===== config.mk =====
export PLATFORM = sky130hd
export DESIGN_NAME = gray_code_counter_n_flat
export DESIGN_NICKNAME = d
export VERILOG_FILES = /design/src/rtl/gray_pkg.sv /design/src/rtl/gray_code_counter_n_if.sv /design/src/rtl/gray2bin_conv.sv /design/src/rtl/gray_code_counter_n.sv /design/src/flat_wrapper.sv
export SDC_FILE = /design/constraint.sdc
export NUM_CORES = 1
export LEC_CHECK = 0
export ABC_AREA = 0
export CAP_MARGIN = 15
export CELL_PAD_IN_SITES_DETAIL_PLACEMENT = 0
export CELL_PAD_IN_SITES_GLOBAL_PLACEMENT = 1
export CORE_UTILIZATION = 31
export CTS_BUF_LIST = sky130_fd_sc_hd__clkbuf_4 sky130_fd_sc_hd__clkbuf_8 sky130_fd_sc_hd__clkbuf_16
export DETAILED_ROUTE_END_ITERATION = 8
export GPL_TIMING_DRIVEN = 0
export HOLD_SLACK_MARGIN = 0.03
export PLACE_DENSITY = 0.76
export SYNTH_ARGS = -nofsm -noshare
export SYNTH_HDL_FRONTEND = slang
export SYNTH_SLANG_ARGS = --single-unit

===== constraint.sdc =====
create_clock -name clk -period 2.3 [get_ports clk]
set_input_delay 0.46 -clock clk [delete_from_list [all_inputs] [get_ports clk]]
set_output_delay 0.46 -clock clk [all_outputs]
set_load 0.01 [all_outputs]

===== src/rtl/gray_pkg.sv =====
// Shared Gray/binary conversion helpers and terminal values for the Gray counter family.
// Functions work on a fixed maximum width; callers pass the live width and slice the result.
package gray_pkg;

   localparam int                    GRAY_MAX_W = 32;
   localparam logic [GRAY_MAX_W-1:0] GRAY_ZERO  = '0;
   localparam logic [GRAY_MAX_W-1:0] GRAY_ONES  = '1;

   function automatic logic [GRAY_MAX_W-1:0] bin2gray(input logic [GRAY_MAX_W-1:0] b,
                                                      input int                    w);
      logic [GRAY_MAX_W-1:0] g;
      g = b ^ (b >> 1);
      return g & (GRAY_ONES >> (GRAY_MAX_W - w));
   endfunction

   // Prefix XOR from the MSB of the live width down to bit 0.
   function automatic logic [GRAY_MAX_W-1:0] gray2bin(input logic [GRAY_MAX_W-1:0] g,
                                                      input int                    w);
      logic [GRAY_MAX_W-1:0] b;
      logic                  p;
      b = '0;
      p = 1'b0;
      for (int i = GRAY_MAX_W - 1; i >= 0; i--) begin
         if (i < w) begin
            p    = p ^ g[i];
            b[i] = p;
         end
      end
      return b;
   endfunction

endpackage


===== src/rtl/gray_code_counter_n_if.sv =====
// Control and result signals of the N-bit Gray counter, grouped for master/slave use.
interface gray_code_counter_n_if #(
   parameter int WIDTH = 3
);
   logic             en;
   logic             up;
   logic             load;
   logic [WIDTH-1:0] load_gray;
   logic [WIDTH-1:0] count;
   logic [WIDTH-1:0] count_bin;
   logic             wrap;

   modport master (
      output en, up, load, load_gray,
      input  count, count_bin, wrap
   );

   modport slave (
      input  en, up, load, load_gray,
      output count, count_bin, wrap
   );
endinterface


===== src/rtl/gray2bin_conv.sv =====
// Combinational Gray-to-binary converter; also reused by Gray-pointer synchronisers.
module gray2bin_conv
   import gray_pkg::*;
#(
   parameter int WIDTH = 3
) (
   input  logic [WIDTH-1:0] gray_i,
   output logic [WIDTH-1:0] bin_o
);

   logic [GRAY_MAX_W-1:0] b_ext;
   logic                  unused_hi;

   assign b_ext     = gray2bin(GRAY_MAX_W'(gray_i), WIDTH);
   assign bin_o     = b_ext[WIDTH-1:0];
   assign unused_hi = ^b_ext;

endmodule


===== src/rtl/gray_code_counter_n.sv =====
// N-bit up/down Gray counter with load, optional saturation and a registered wrap pulse.
// Binary state is the core; the Gray view has its own register so it never glitches.
module gray_code_counter_n
   import gray_pkg::*;
#(
   parameter int WIDTH    = 3,
   parameter int SATURATE = 0
) (
   input logic                   clk,
   input logic                   rst,
   gray_code_counter_n_if.slave  bus
);

   localparam bit               SAT     = (SATURATE != 0);
   localparam logic [WIDTH-1:0] TERM_LO = GRAY_ZERO[WIDTH-1:0];

   logic [WIDTH-1:0]      bin_q, bin_d;
   logic [WIDTH-1:0]      gray_q, gray_d;
   logic                  wrap_q, wrap_d;
   logic [WIDTH-1:0]      load_bin;
   logic [WIDTH:0]        step_ext;
   logic [GRAY_MAX_W-1:0] step_gray_ext;
   logic                  unused_gray_hi;

   gray2bin_conv #(.WIDTH(WIDTH)) u_load_conv (
      .gray_i (bus.load_gray),
      .bin_o  (load_bin)
   );

   // Extra MSB carries the end-of-range crossing in either direction.
   assign step_ext       = bus.up ? ({1'b0, bin_q} + (WIDTH+1)'(1))
                                  : ({1'b0, bin_q} - (WIDTH+1)'(1));
   assign step_gray_ext  = bin2gray(GRAY_MAX_W'(step_ext[WIDTH-1:0]), WIDTH);
   assign unused_gray_hi = ^step_gray_ext;

   always_comb begin
      bin_d  = bin_q;
      gray_d = gray_q;
      wrap_d = 1'b0;
      if (bus.load) begin
         bin_d  = load_bin;
         gray_d = bus.load_gray;
      end else if (bus.en) begin
         if (!(step_ext[WIDTH] && SAT)) begin
            bin_d  = step_ext[WIDTH-1:0];
            gray_d = step_gray_ext[WIDTH-1:0];
            wrap_d = step_ext[WIDTH] && !SAT;
         end
      end
   end

   always_ff @(posedge clk) begin
      if (rst) begin
         bin_q  <= TERM_LO;
         gray_q <= TERM_LO;
         wrap_q <= 1'b0;
      end else begin
         bin_q  <= bin_d;
         gray_q <= gray_d;
         wrap_q <= wrap_d;
      end
   end

   assign bus.count     = gray_q;
   assign bus.count_bin = bin_q;
   assign bus.wrap      = wrap_q;

endmodule


===== src/flat_wrapper.sv =====
// flat-port wrapper written by rule: the top's interface ports become plain ports
module gray_code_counter_n_flat import gray_pkg::*;
#(
   parameter int WIDTH    = 3,
   parameter int SATURATE = 0
)
  (clk, rst, bus_en, bus_up, bus_load, bus_load_gray, bus_count, bus_count_bin, bus_wrap);
  gray_code_counter_n_if #(.WIDTH(WIDTH)) bus_i ();
  input logic clk;
  input logic rst;
  input wire logic [$bits(bus_i.en)-1:0] bus_en;
  input wire logic [$bits(bus_i.up)-1:0] bus_up;
  input wire logic [$bits(bus_i.load)-1:0] bus_load;
  input wire logic [$bits(bus_i.load_gray)-1:0] bus_load_gray;
  output wire logic [$bits(bus_i.count)-1:0] bus_count;
  output wire logic [$bits(bus_i.count_bin)-1:0] bus_count_bin;
  output wire logic [$bits(bus_i.wrap)-1:0] bus_wrap;
  assign bus_i.en = bus_en;
  assign bus_i.up = bus_up;
  assign bus_i.load = bus_load;
  assign bus_i.load_gray = bus_load_gray;
  assign bus_count = bus_i.count;
  assign bus_count_bin = bus_i.count_bin;
  assign bus_wrap = bus_i.wrap;
  gray_code_counter_n #(.WIDTH(WIDTH), .SATURATE(SATURATE)) u_core (.clk(clk), .rst(rst), .bus(bus_i));
endmodule

==> summary.txt <==
Drt
  • DR pass1 iterations: 3
  • DRC: 0
  • Vias/cell: slightly below 5
  • Wirelength per Cell: 10.97 microns
  • DRT iter0 DRCs: 1
  • Via count: 373
  • Final wirelength: 823 microns
  • Post-DRT Antenna Nets: 0

Worst setup path
  • CP endpoint kind: flop
  • Crit. Startpoint: bus_up
  • R2R depth: 3
  • Startpoint types: input pin
  • Critical path class: in2reg
  • FF-to-FF setup slack: 0.53 ns
  • CP Max Fanout: 4
  • WP data required: 2.47 ns
  • RR Startpoint: u_core.bus.count_bin[0]
  • RR Endpoint: u_core.bus.count[1]
  • Critical Path AT: 2.24 ns

Placed design
  • IO buf count: 13
  • Gp weighted congestion: 0.6646
  • DP HPWL: 637.6 microns
  • Placed cell count: ~70

Synthesis
  • Synth Instances: 44
  • Adder-Cell Fraction of Synth Area: between 10% and 20%
  • Synth unique cells: 23
  • Mean Syn Cell Area: 9.953 sq um
  • XOR/XNOR Fraction of Synth Area: under 10%
  • Main combinational cell family by area after synthesis: simple AND/OR/NAND/NOR gates
  • Synthesized cell area: 437.9 sq um
  • Synth Area in Simple Gates: 22.29%
  • Syn_nets: 55
  • Seq/Total Area, Yosys: 27.43%
  • Post-synthesis mux area share: under 10%
  • Number of synthesized register bits: 6
  • Syn. warnings: 0
  • Compound-Gate Fraction of Synth Area: 19.14%

STA
  • RSZ-0062 raised after global routing: no
  • Hold Slack: 0.4175 ns
  • Min Tclk post-route: 2.076 ns
  • Setup Skew: 0.004945 ns
  • Final Setup Violations: 0
  • Fmax: 0.4817 GHz
  • Fin. Hold Viols: 0
  • Final Max Tran Viols: 0
  • Slew Limit Headroom: about 78%
  • Worst-Margin Slew: 0.3321 ns
  • Tcrit/Tclk final: between 90 and 100%

GRT
  • First-pass GRT wire length: approximately 1400 microns
  • Vias in the first global route: 342
  • Total GRT Usage: 14.05%
  • GRT overflow: 0
  • Initial antenna violation count: 0
  • Largest net degree at the start of global routing: 11

CTS
  • Root buffer cell: clkbuf_4
  • CTS HTree Levels: 1
  • TritonCTS Sinks: 6
  • CTS tree: yes
  • Max Buffers Root-to-Sink: 2
  • CTS buffer count: 3
  • Worst skew pair latency: 0.25 ns
  • Post-CTS Setup Bufs: 0
  • Cts repair resizes: 0
  • Post-CTS Hold Buffers: 0
  • CTS clk-pin slew, worst paths: approximately 0.05 ns

Worst hold path
  • Hold crit path type: in2reg
  • Worst Hold Path Cells: 2
  • HP Start: rst
  • Hold endpoint: u_core.bus.count_bin[0]

Die
  • Die area: 1567 sq um
  • Core area: roughly 1300 sq um
  • Die width: 39.59 microns
  • Standard-cell rows: 13
  • Starting Density: 33.65%
  • Die Ht: 39.59 microns
  • IO Count: 15

Run
  • Max-Cap Viols: 0

Finish
  • Layout cells sized above 1: 21.67%
  • Final net count: 73
  • Area Overhead vs Synth: 39.14%
  • Post-route insts no fill: 75
  • Final Core Density: a little under half
  • Ant diodes: 0

Run status
  • Outcome: complete, no violations

Power
  • Power density relative to cell area: 556.7 nW/um^2
  • P_leak: 0.2367 nW
  • VDD IR-drop max: 0.0002432 V
[state kept, by name, summed over array words and instances (netlist names)]
name	count
u_core.bus.count_bin	2
u_core.bus.wrap	1
u_core.bus.count	3
[worst max path at each step]
stage | endpoint | slack, ns
floorplan | u_core.bus.count[1] | 0.53
global placement | u_core.bus.count[1] | -0.04
detailed placement | u_core.bus.count[1] | -0.04
CTS | u_core.bus.count[1] | 0.22
global route | u_core.bus.count[1] | 0.17
finish | u_core.bus.count[1] | 0.22
[stage by stage]
| step | setup WS, ns | power, mW | TNS (ns) | area, sq um |
|---|---|---|---|---|
| after floorplan | 0.5334 | 0.1983 | 0 | 437.9 |
| after global placement | -0.04033 | 0.2435 | -0.04033 | 586.8 |
| after detailed placement | -0.04038 | 0.2434 | -0.04038 | 586.8 |
| after CTS | 0.2184 | 0.3436 | 0 | 609.3 |
| after global routing | 0.1731 | 0.3597 | 0 | 609.3 |
| final | 0.2239 | 0.3392 | 0 | 609.3 |
[kinds of logic after synthesis]
| family | count (synthesis) |
|---|---|
| simple gates | 15 |
| xor+xnor | 4 |
| mux | 1 |
| compound gates | 10 |
| flops | 6 |
| buf+inv | 5 |
| fa+ha+maj | 3 |
[critical path, cell delays in order]
cell and delay (ns):
clkdlybuf4s50_1 0.48, inv_1 0.09, fa_1 0.51, or4b_4 0.56, o221ai_2 0.14
[power breakdown]
part           switching, mW  total [mW]  internal, mW
combinational         0.0500       0.117        0.0675
clock                 0.0390      0.0981        0.0591
sequential           0.00942       0.124         0.114
total                 0.0984       0.339         0.241
[synth_stat cells (all sizes together)]
master	number	area share [%]
a2111oi	1	3.4
a211o	1	2.0
a211oi	3	5.1
a21o	1	1.7
a21oi	3	3.4
and4bb	1	2.9
buf	4	7.7
dfxtp	6	27
fa	1	4.6
ha	2	5.7
inv	1	0.86
mux2	1	2.6
nand2	3	2.6
nor2	3	2.6
nor2b	3	4.3
nor3	1	1.1
nor3b	1	1.7
nor4b	2	4.0
o221ai	1	3.4
or4b	1	3.1
xnor2	3	6.0
xor2	1	3.7
[layout by cell type, fill, tap and decap left out]
cell and count:
and4bb_2 1, dfxtp_1 6, nor3b_1 1, mux2_2 1, clkdlybuf4s50_1 13, or4b_4 1
a211o_1 1, inv_1 1, a21o_1 1, xnor2_1 3, nor3_1 1, ha_1 2
buf_4 3, a21oi_1 3, clkbuf_4 3, o221ai_2 1, nor2b_1 3, xor2_2 1
nand2_1 3, nor2_1 3, fa_1 1, buf_6 1, a2111oi_2 1, nor4b_1 2
a211oi_1 3
[cell type report]
class	count	area, sq um
clock buffers	3	22.52
inverters	1	3.754
flip-flops and latches	6	120.1
well taps	15	18.77
multi-input cells	33	280.3
plain buffers	4	33.78
repair buffers	13	130.1
fillers	149	691.9
[per-layer routing]
layer,share of wire [%],track usage [%],vias to the layer above
met4,3.2,10.34,0
met3,5.2,3.977,5
li1,-,-,191
met2,43,19.26,13
met1,48,18.21,164
met5,0,0,-
Power figures use the tool's default switching activity.
